File: config.mk
export PLATFORM = sky130hd
export DESIGN_NAME = mmio_uart_responder
export DESIGN_NICKNAME = d
export VERILOG_FILES = /design/src/rtl/mmio_uart_responder.sv
export SDC_FILE = /design/constraint.sdc
export NUM_CORES = 1
export LEC_CHECK = 0
export ABC_AREA = 1
export CAP_MARGIN = 20
export CORE_MARGIN = 1
export CORE_UTILIZATION = 35
export CTS_CLUSTER_DIAMETER = 120
export DETAILED_ROUTE_END_ITERATION = 7
export GPL_ROUTABILITY_DRIVEN = 0
export PLACE_DENSITY = 0.58
export REMOVE_ABC_BUFFERS = 1
export SYNTH_ARGS = -nofsm -noshare
export SYNTH_HDL_FRONTEND = slang
export SYNTH_SLANG_ARGS = --single-unit
File: constraint.sdc
create_clock -name clk -period 5.1 [get_ports clk]
set_input_delay 0.765 -clock clk [delete_from_list [all_inputs] [get_ports clk]]
set_output_delay 0.765 -clock clk [all_outputs]
set_load 0.02 [all_outputs]
File: src/rtl/mmio_uart_responder.sv
// rtl/mmio_uart_responder.sv - MMIO UART/counter responder; optional RX FIFO via MMIO_RX_FIFO_EN
module mmio_uart_responder #(
    parameter int RX_DEPTH = 8,
    parameter int RX_AW    = 3
) (
    input  logic        clk,
    input  logic        rst,
    input  logic [31:0] addr_i,
    input  logic [31:0] wdata_i,
    input  logic [3:0]  we_i,
    input  logic        re_i,
    input  logic        inst_exec_i,
    output logic [7:0]  tx_data_o,
    output logic        tx_valid_o,
    input  logic        tx_ready_i,
    input  logic [7:0]  rx_data_i,
    input  logic        rx_valid_i,
    output logic        rx_ready_o,
    output logic [31:0] rdata_o
);

    localparam logic [31:0] ADDR_STATUS = 32'h8000_0000;
    localparam logic [31:0] ADDR_RXDAT  = 32'h8000_0004;
    localparam logic [31:0] ADDR_TXDAT  = 32'h8000_0008;
    localparam logic [31:0] ADDR_CYCLE  = 32'h8000_0010;
    localparam logic [31:0] ADDR_INSTR  = 32'h8000_0014;
    localparam logic [31:0] ADDR_CLEAR  = 32'h8000_0018;

    // Address decode (full 32-bit match)
    logic w_sel_status;
    logic w_sel_rxdat;
    logic w_sel_txdat;
    logic w_sel_cycle;
    logic w_sel_instr;
    logic w_sel_clear;
    logic w_store;

    assign w_sel_status = (addr_i == ADDR_STATUS);
    assign w_sel_rxdat  = (addr_i == ADDR_RXDAT);
    assign w_sel_txdat  = (addr_i == ADDR_TXDAT);
    assign w_sel_cycle  = (addr_i == ADDR_CYCLE);
    assign w_sel_instr  = (addr_i == ADDR_INSTR);
    assign w_sel_clear  = (addr_i == ADDR_CLEAR);
    assign w_store      = |we_i;

    // TX holding register
    logic       r_tx_valid;
    logic [7:0] r_tx_data;
    logic       w_tx_free;
    logic       w_tx_hs;
    logic       w_tx_load;

    assign w_tx_free = ~r_tx_valid;
    assign w_tx_hs   = r_tx_valid & tx_ready_i;
    // free is sampled before the handshake, so a store during the handshake is dropped
    assign w_tx_load = w_store & w_sel_txdat & w_tx_free;

    // TX holding register: load when free, release on handshake
    always_ff @(posedge clk or posedge rst) begin
        if (rst) begin
            r_tx_valid <= 1'b0;
            r_tx_data  <= 8'd0;
        end else if (w_tx_hs) begin
            r_tx_valid <= 1'b0;
        end else if (w_tx_load) begin
            r_tx_valid <= 1'b1;
            r_tx_data  <= wdata_i[7:0];
        end
    end

    assign tx_valid_o = r_tx_valid;
    assign tx_data_o  = r_tx_data;

    // RX buffer common signals
    logic       w_rx_full;
    logic       w_rx_nonempty;
    logic [7:0] w_rx_head;
    logic       w_rx_push;
    logic       w_rx_pop;

    // a pop only happens when there is something to pop
    assign w_rx_pop = re_i & w_sel_rxdat & w_rx_nonempty;

`ifdef MMIO_RX_FIFO_EN
    logic [7:0]       r_rx_mem [RX_DEPTH];
    logic [RX_AW-1:0] r_rx_wptr;
    logic [RX_AW-1:0] r_rx_rptr;
    logic [RX_AW:0]   r_rx_count;

    assign w_rx_full     = (r_rx_count == (RX_AW + 1)'(RX_DEPTH));
    assign w_rx_nonempty = (r_rx_count != '0);
    assign w_rx_head     = r_rx_mem[r_rx_rptr];
    assign w_rx_push     = rx_valid_i & ~w_rx_full;

    // FIFO storage; contents are only meaningful under the occupancy count
    always_ff @(posedge clk) begin
        if (w_rx_push) begin
            r_rx_mem[r_rx_wptr] <= rx_data_i;
        end
    end

    // FIFO pointers and occupancy; pointers wrap naturally at RX_DEPTH
    always_ff @(posedge clk or posedge rst) begin
        if (rst) begin
            r_rx_wptr  <= '0;
            r_rx_rptr  <= '0;
            r_rx_count <= '0;
        end else begin
            if (w_rx_push) begin
                r_rx_wptr <= r_rx_wptr + 1'b1;
            end
            if (w_rx_pop) begin
                r_rx_rptr <= r_rx_rptr + 1'b1;
            end
            case ({w_rx_push, w_rx_pop})
                2'b10:   r_rx_count <= r_rx_count + 1'b1;
                2'b01:   r_rx_count <= r_rx_count - 1'b1;
                default: r_rx_count <= r_rx_count;
            endcase
        end
    end
`else
    logic       r_rx_valid;
    logic [7:0] r_rx_hold;
    logic [RX_AW:0] w_unused_cfg;

    // depth parameters have no meaning for the single-entry buffer
    assign w_unused_cfg  = (RX_AW + 1)'(RX_DEPTH);
    assign w_rx_full     = r_rx_valid;
    assign w_rx_nonempty = r_rx_valid;
    assign w_rx_head     = r_rx_hold;
    // when full the pop wins: ready is low, so no push can coincide with it
    assign w_rx_push     = rx_valid_i & ~r_rx_valid;

    // single-entry RX holding register
    always_ff @(posedge clk or posedge rst) begin
        if (rst) begin
            r_rx_valid <= 1'b0;
            r_rx_hold  <= 8'd0;
        end else if (w_rx_push) begin
            r_rx_valid <= 1'b1;
            r_rx_hold  <= rx_data_i;
        end else if (w_rx_pop) begin
            r_rx_valid <= 1'b0;
        end
    end
`endif

    assign rx_ready_o = ~w_rx_full;

    // Cycle and instruction counters
    logic [31:0] r_cycle_cnt;
    logic [31:0] r_inst_cnt;
    logic        w_cnt_clr;

    assign w_cnt_clr = w_store & w_sel_clear;

    // counters: clear wins over increment, both wrap at 2^32
    always_ff @(posedge clk or posedge rst) begin
        if (rst) begin
            r_cycle_cnt <= 32'd0;
            r_inst_cnt  <= 32'd0;
        end else if (w_cnt_clr) begin
            r_cycle_cnt <= 32'd0;
            r_inst_cnt  <= 32'd0;
        end else begin
            r_cycle_cnt <= r_cycle_cnt + 32'd1;
            if (inst_exec_i) begin
                r_inst_cnt <= r_inst_cnt + 32'd1;
            end
        end
    end

    // Read data mux, built from state before this cycle's updates
    logic [31:0] w_rd_val;

    // select read value; unmapped addresses read zero
    always_comb begin
        w_rd_val = 32'd0;
        if (w_sel_status) begin
            w_rd_val = {30'd0, w_rx_nonempty, w_tx_free};
        end else if (w_sel_rxdat) begin
            w_rd_val = {24'd0, (w_rx_nonempty ? w_rx_head : 8'd0)};
        end else if (w_sel_cycle) begin
            w_rd_val = r_cycle_cnt;
        end else if (w_sel_instr) begin
            w_rd_val = r_inst_cnt;
        end
    end

    // registered load data, held between loads
    logic [31:0] r_rdata;

    // capture read value on a load, otherwise hold
    always_ff @(posedge clk or posedge rst) begin
        if (rst) begin
            r_rdata <= 32'd0;
        end else if (re_i) begin
            r_rdata <= w_rd_val;
        end
    end

    assign rdata_o = r_rdata;

    logic w_unused;
    assign w_unused = &{1'b0, wdata_i[31:8]};

endmodule
### Word-level counts from Yosys, hierarchy flattened

Index checks and enable logic that the tools add are counted.

* register bits: 114
* input port bits: 82
* output and inout port bits: 42
* logic and storage cells: 42

* $add $sub $neg: 2
* equal/unequal tests: 6
* mux-type cells: 12
* bitwise gates (word level): 10
* reduce and logical (&&, ||, !) cells: 5

Operator list (count)
* 2-to-1 mux 32 bit: 7
* == test 32 bit, second input constant: 6
* adder 32 x 1 -> 32 bit, second input constant: 2
* 2-to-1 mux 8 bit: 1
* bitwise AND 1 bit: 7
* nonzero test 2 bit: 3
* 2-to-1 mux 1 bit: 4
* OR reduction 4 bit: 1
* NOT 1 bit: 3
* AND reduction 2 bit: 1

### Logic depth before layout (Yosys ltp)

* depth in word-level cells: 5
* mapped depth: 11
* mapped depth without buffers: 11

### Worst setup path before layout

No wires, ideal clock.

* path kind: input-to-reg
* start point: input port addr_i[28]
* end point: register r_rdata[25] (netlist: rdata_o[25])
* library setup time: 118 ps
* data arrival time: 1753 ps
* data required time: 4982 ps
* slack: 3229 ps
* stages: 10
* buffers on the path: 1
* path through: inv_1 -> nand2_1 -> nor2_1 -> nand2_2 -> nor2_8 -> nand2_4 -> buf_6 -> or2_0 -> nand3_1 -> nand2_1

* word-level cells in the longest chain between the ends: 5
* elaborated cells on any way between the ends: 8
* those cells by class: eq/ne: 4; mux: 4

RTL lines
* from (decl): RTL line 8 `input logic [31:0] addr_i,`
* == test 32 bit: RTL line 42 `assign w_sel_instr = (addr_i == ADDR_INSTR);`
* 2-to-1 mux 32 bit: RTL line 186 `end else if (w_sel_instr) begin`
* 2-to-1 mux 32 bit: RTL line 184 `end else if (w_sel_cycle) begin`
* 2-to-1 mux 32 bit: RTL line 182 `end else if (w_sel_rxdat) begin`
* 2-to-1 mux 32 bit (*): RTL line 180 `if (w_sel_status) begin`
* to (signal assigned): RTL line 199 `r_rdata <= w_rd_val;`
* to (decl): RTL line 192 `logic [31:0] r_rdata;`

Mark *: on every way between the ends. The rest lies on a longest branch, timed or not.
A chain may end at the register's enable or synchronous reset.

### Worst setup path in the final report

* start point: input port addr_i[3]
* end point: register r_rdata[11] (netlist: rdata_o[11])

The elaborated chain is that of the path after synthesis.

==> results.md <==
Synth:
- The mapped cell area is 6760 sq um.
- The post-synthesis sequential area ratio is 0.422.
- Yosys mapped a number of flops with a built-in enable equal to 0.
- Of the post-synthesis cell area, the dominant cell type holds 0.422.
- After synthesis, the most frequently instantiated cells are 268 x sky130_fd_sc_hd__nand2_1, 114 x sky130_fd_sc_hd__dfrtp_1, 114 x sky130_fd_sc_hd__nor2_1.
- The gate count of the mapped netlist is 944.
- Of the total synthesized cell area, the portion taken by XOR and XNOR cells is 0.0194.
- The total number of yosys warnings is 0.
- The multiplexer share of the synthesized area is 0.0133.
- Yosys attributes the largest share of cell area to sky130_fd_sc_hd__dfrtp_1 42%, sky130_fd_sc_hd__nand2_1 15%, sky130_fd_sc_hd__nand3_1 6.7%.
- The post-synthesis sequential element count is 114.
- The async set-or-reset flop fraction in the synthesized netlist is 1.00.
- A synthesized cell averages 7.16 sq um.
- Of the total synthesized cell area, the portion taken by AND, OR, NAND and NOR gates is 0.396.
- The leading area contributor after synthesis is sky130_fd_sc_hd__dfrtp_1.
- The dominant combinational cell family by area after synthesis is simple AND/OR/NAND/NOR gates.
- The compound-cell area share of the yosys netlist came to 0.0626.
- The top flip-flop cell by instance count after synthesis is sky130_fd_sc_hd__dfrtp_1.
- The most instantiated library cell after synthesis is sky130_fd_sc_hd__nand2_1.
- Of the total synthesized cell area, the portion taken by full adders, half adders and majority gates is 0.00370.
- Synthesis instantiated 42 different standard cells from the library.

Routing:
- The number of remaining DRC errors is 0.
- The number of violations reported at the end of detailed-routing iteration 0 is 464.
- The number of nets with antenna violations after routing is 0.
- The total routed wirelength is 19500 microns.
- The routed wirelength normalized by instance count is 14.8 microns.
- For this block, the via count after detailed routing is 6401.
- The pre-antenna-repair detailed-routing pass consisted of 8 iterations.
- Dividing the detail-routed via count by the number of cells gives 4.86.

Power and ir drop:
- Of the total power, registers draw 0.391.
- The power consumption is 2600 uW.
- The switching power total is 666 uW.
- Summed over all cells, the static leakage comes to 0.00405 uW.
- The switching share of power is 0.256.
- Dividing total power by cell area gives a power density of 302 nW/um^2.
- The combinational power share is 0.094.
- The internal power component is 1940 uW.
- The maximum ir drop on the vdd rail is 0.209 mV.
- The clock share of power is 0.515.

Finish:
- The multi-input combinational cell area is 3350 sq um.
- The post-route standard cell area excluding fillers is 8630 sq um.
- The number of nets at the end of the flow is 1127.
- The sequential cell area in the final layout is 2850 sq um.
- The repair_antennas step left the layout with diodes totalling 0.
- Relative to the synthesized area, the layout overhead comes to 27.7%.
- The filler cells instantiated in the layout total 1940.
- In the final layout, the share of cells above drive strength 1 is 0.0928.
- Once layout is complete, the utilization of the core stands at 0.458.

Timing:
- The post-route clock period utilization is 0.539.
- Subtracting the final worst setup slack from the clock period gives 2.75 ns.
- The highest achievable clock rate is 364 MHz.
- The number of pins exceeding their max-slew limit in the final report is 0.
- Setup violations remaining at the end of the flow were counted as 0.
- Summed over all failing endpoints, the final setup total negative slack is 0 ns.
- Between clock sinks in the finished design, the worst skew comes to 0.0125 ns.
- Headroom to the max-slew limit came out at 0.546.
- Setup repair after global routing left no endpoint under its margin.
- For the pin with the worst max-slew slack, the measured transition is 0.678 ns.
- The minimum setup slack in the final design is 2.35 ns.
- The hold violation total from the final report is 0.

Floorplan:
- For this design the top-level I/O count stands at 124.
- The standard-cell row count is 50.
- The y dimension of the die is 141 microns.
- The die covers 19900 sq um.
- The width of the chip is 141 microns.
- The placeable core region is 18800 sq um.
- The starting density of the core is 0.359.

Placed design:
- The total placed instance area is 7980 sq um.
- The HPWL after detailed placement is 14500 microns.
- The minimum setup slack after placement is 1.97 ns.
- The count of buffers added on input and output ports is 99.

CTS:
- The level count of the clock H-tree is 4.
- In this run, CTS created clock tree buffers numbering 17.
- TritonCTS built the clock tree.
- Once the clock tree was built, the resizer swapped 0 gates to a different size.
- The quantity of hold-fixing buffers added after cts is 0.
- The clock drives 114 sinks.
- The register clock-pin slew on the reported worst setup and hold paths is 0.06 ns.
- The number of buffers on the longest clock path is 2.
- The root buffer cell is sky130_fd_sc_hd__clkbuf_16.
- After clock tree synthesis, the setup repair step added 0 buffers.
- The clock insertion delay at the later pin of the skew report is 0.43 ns.

Critical path:
- The standard cell with the maximum stage delay on the critical path is sky130_fd_sc_hd__nor2_1.
- Traced cell by cell, the critical path runs through clkdlybuf4s50_1, inv_1, nand2_1, nor2_2, nand2_1, nor2_1, nand2_2, o21ai_0, nand3_1, nand2_1.
- The startpoint kind of the worst setup timing path is an input pin.
- The worst endpoint required time is 5.46 ns.
- The worst setup path is captured at a flip-flop.
- The critical path in this run is classified as in -> reg.
- The highest fanout seen on the critical path is 22.
- On the worst path, the slowest cell contributes a delay of 0.54 ns.
- The signal arrival time at the worst endpoint is 3.11 ns.
- By instance count, the cell type seen most on the critical path is sky130_fd_sc_hd__nand2_1.

Global route:
- The number of antenna violations at the first check in global routing is 0.
- The overall track demand over capacity in global routing is 0.212.
- The total overflow reported by the global router is 0.
- The pin count of the biggest net entering global routing is 49.
- The via count of the first global-routing pass is 6134.
- The first-pass GRT wire length is 32500 microns.

Flow run:
- The count of maximum capacitance violations is 0.

Min path:
- The min-delay analysis places its worst path in the category reg -> reg.

Outcome:
- The run finished with clean final reports.
[kinds of logic after synthesis]
group / after synthesis
AND/OR/NAND/NOR: 587
AO/OA/AOI/OAI: 81
flip-flops: 114
multiplexers: 8
buffers and inverters: 137
adder cells (fa/ha/maj): 2
XOR/XNOR: 15
[metrics by stage]
stage / cells / hold WS, ns
6_report: 1316 / 0.478
5_1_grt: 1316 / 0.500
3_3_place_gp: 1284 / 0.463
3_5_place_dp: 1284 / 0.464
4_1_cts: 1316 / 0.481
2_1_floorplan: 921 / 0.455
[worst max-delay path: cells and delay by family]
kind                   cells  cell delay (ns)
buffers and inverters      2             0.51
AOI/OAI and AO/OA          1             0.34
and+or+nand+nor            7             1.49
[cells in the final DEF (no fill, tap or decap), types with 2 or more instances in the layout]
cell,netlist,final
sky130_fd_sc_hd__buf_4,5,4
sky130_fd_sc_hd__xor2_1,14,14
sky130_fd_sc_hd__nand2_1,268,268
sky130_fd_sc_hd__nand2_2,5,5
sky130_fd_sc_hd__nor2_1,114,114
sky130_fd_sc_hd__dfrtp_1,114,114
sky130_fd_sc_hd__clkbuf_16,0,17
sky130_fd_sc_hd__nor3b_1,2,2
sky130_fd_sc_hd__clkinvlp_4,0,2
sky130_fd_sc_hd__nor2_2,14,14
sky130_fd_sc_hd__clkdlybuf4s50_1,0,99
sky130_fd_sc_hd__nor3_1,39,39
sky130_fd_sc_hd__ha_1,2,2
sky130_fd_sc_hd__nand3_1,91,91
sky130_fd_sc_hd__a21oi_1,18,18
sky130_fd_sc_hd__or2_0,5,5
sky130_fd_sc_hd__nand2_4,2,2
sky130_fd_sc_hd__or2_2,2,2
sky130_fd_sc_hd__clkinv_2,0,2
sky130_fd_sc_hd__inv_2,8,8
sky130_fd_sc_hd__o21ai_0,36,36
sky130_fd_sc_hd__bufinv_16,0,5
sky130_fd_sc_hd__nor3_2,9,9
sky130_fd_sc_hd__o21ai_1,20,20
sky130_fd_sc_hd__nand4_1,21,21
sky130_fd_sc_hd__clkinv_4,0,2
sky130_fd_sc_hd__nand3_2,5,5
sky130_fd_sc_hd__a31oi_1,2,2
sky130_fd_sc_hd__inv_6,0,4
sky130_fd_sc_hd__inv_1,105,104
sky130_fd_sc_hd__nor2_4,3,3
sky130_fd_sc_hd__mux2_2,8,8
[final timing paths]
kind | slack, ns | end | cells past startpoint | from
max | 2.35 | rdata_o[11] | 10 | addr_i[3]
min | 0.48 | rdata_o[23] | 2 | rdata_o[23]
max reg2reg | 3.26 | r_cycle_cnt[22] | 7 | r_cycle_cnt[0]
min reg2reg | 0.48 | rdata_o[23] | 2 | rdata_o[23]
max in group asynchronous | 3.43 | rdata_o[8] | 3 | rst
min in group asynchronous | 0.68 | tx_data_o[1] | 2 | rst
[layer usage]
metal | up-vias | part of all wire | GRT usage
li1 | 3230 | - | -
met1 | 3006 | 0.48 | 0.293
met2 | 139 | 0.46 | 0.335
met3 | 26 | 0.045 | 0.0448
met4 | 0 | 0.017 | 0.0589
met5 | - | 0 | 0
[registers in the layout, summed over array words and instances, names as in the netlist]
name and count:
rdata_o 32, tx_data_o 8, r_inst_cnt 32, r_cycle_cnt 32, r_rx_valid 1, r_rx_hold 8, tx_valid_o 1
[power by group through the flow]
stage | Sequential, uW | Combinational [uW] | Clock [uW]
after floorplan | 1010 | 155 | 0
after global placement | 1030 | 244 | 0
after detailed placement | 1030 | 248 | 0
after CTS | 1020 | 249 | 1360
after global routing | 1020 | 280 | 1400
final | 1020 | 245 | 1340
[final cells by class]
cell class	count	share of cell area
Clock buffer	17	0.0493
Clock inverter	15	0.0264
Inverter	114	0.0499
Multi-Input combinational cell	693	0.388
Sequential cell	114	0.331
Tap cell	260	0.0377
Timing Repair Buffer	103	0.118
Note: power is estimated with default switching activity, not from simulation.
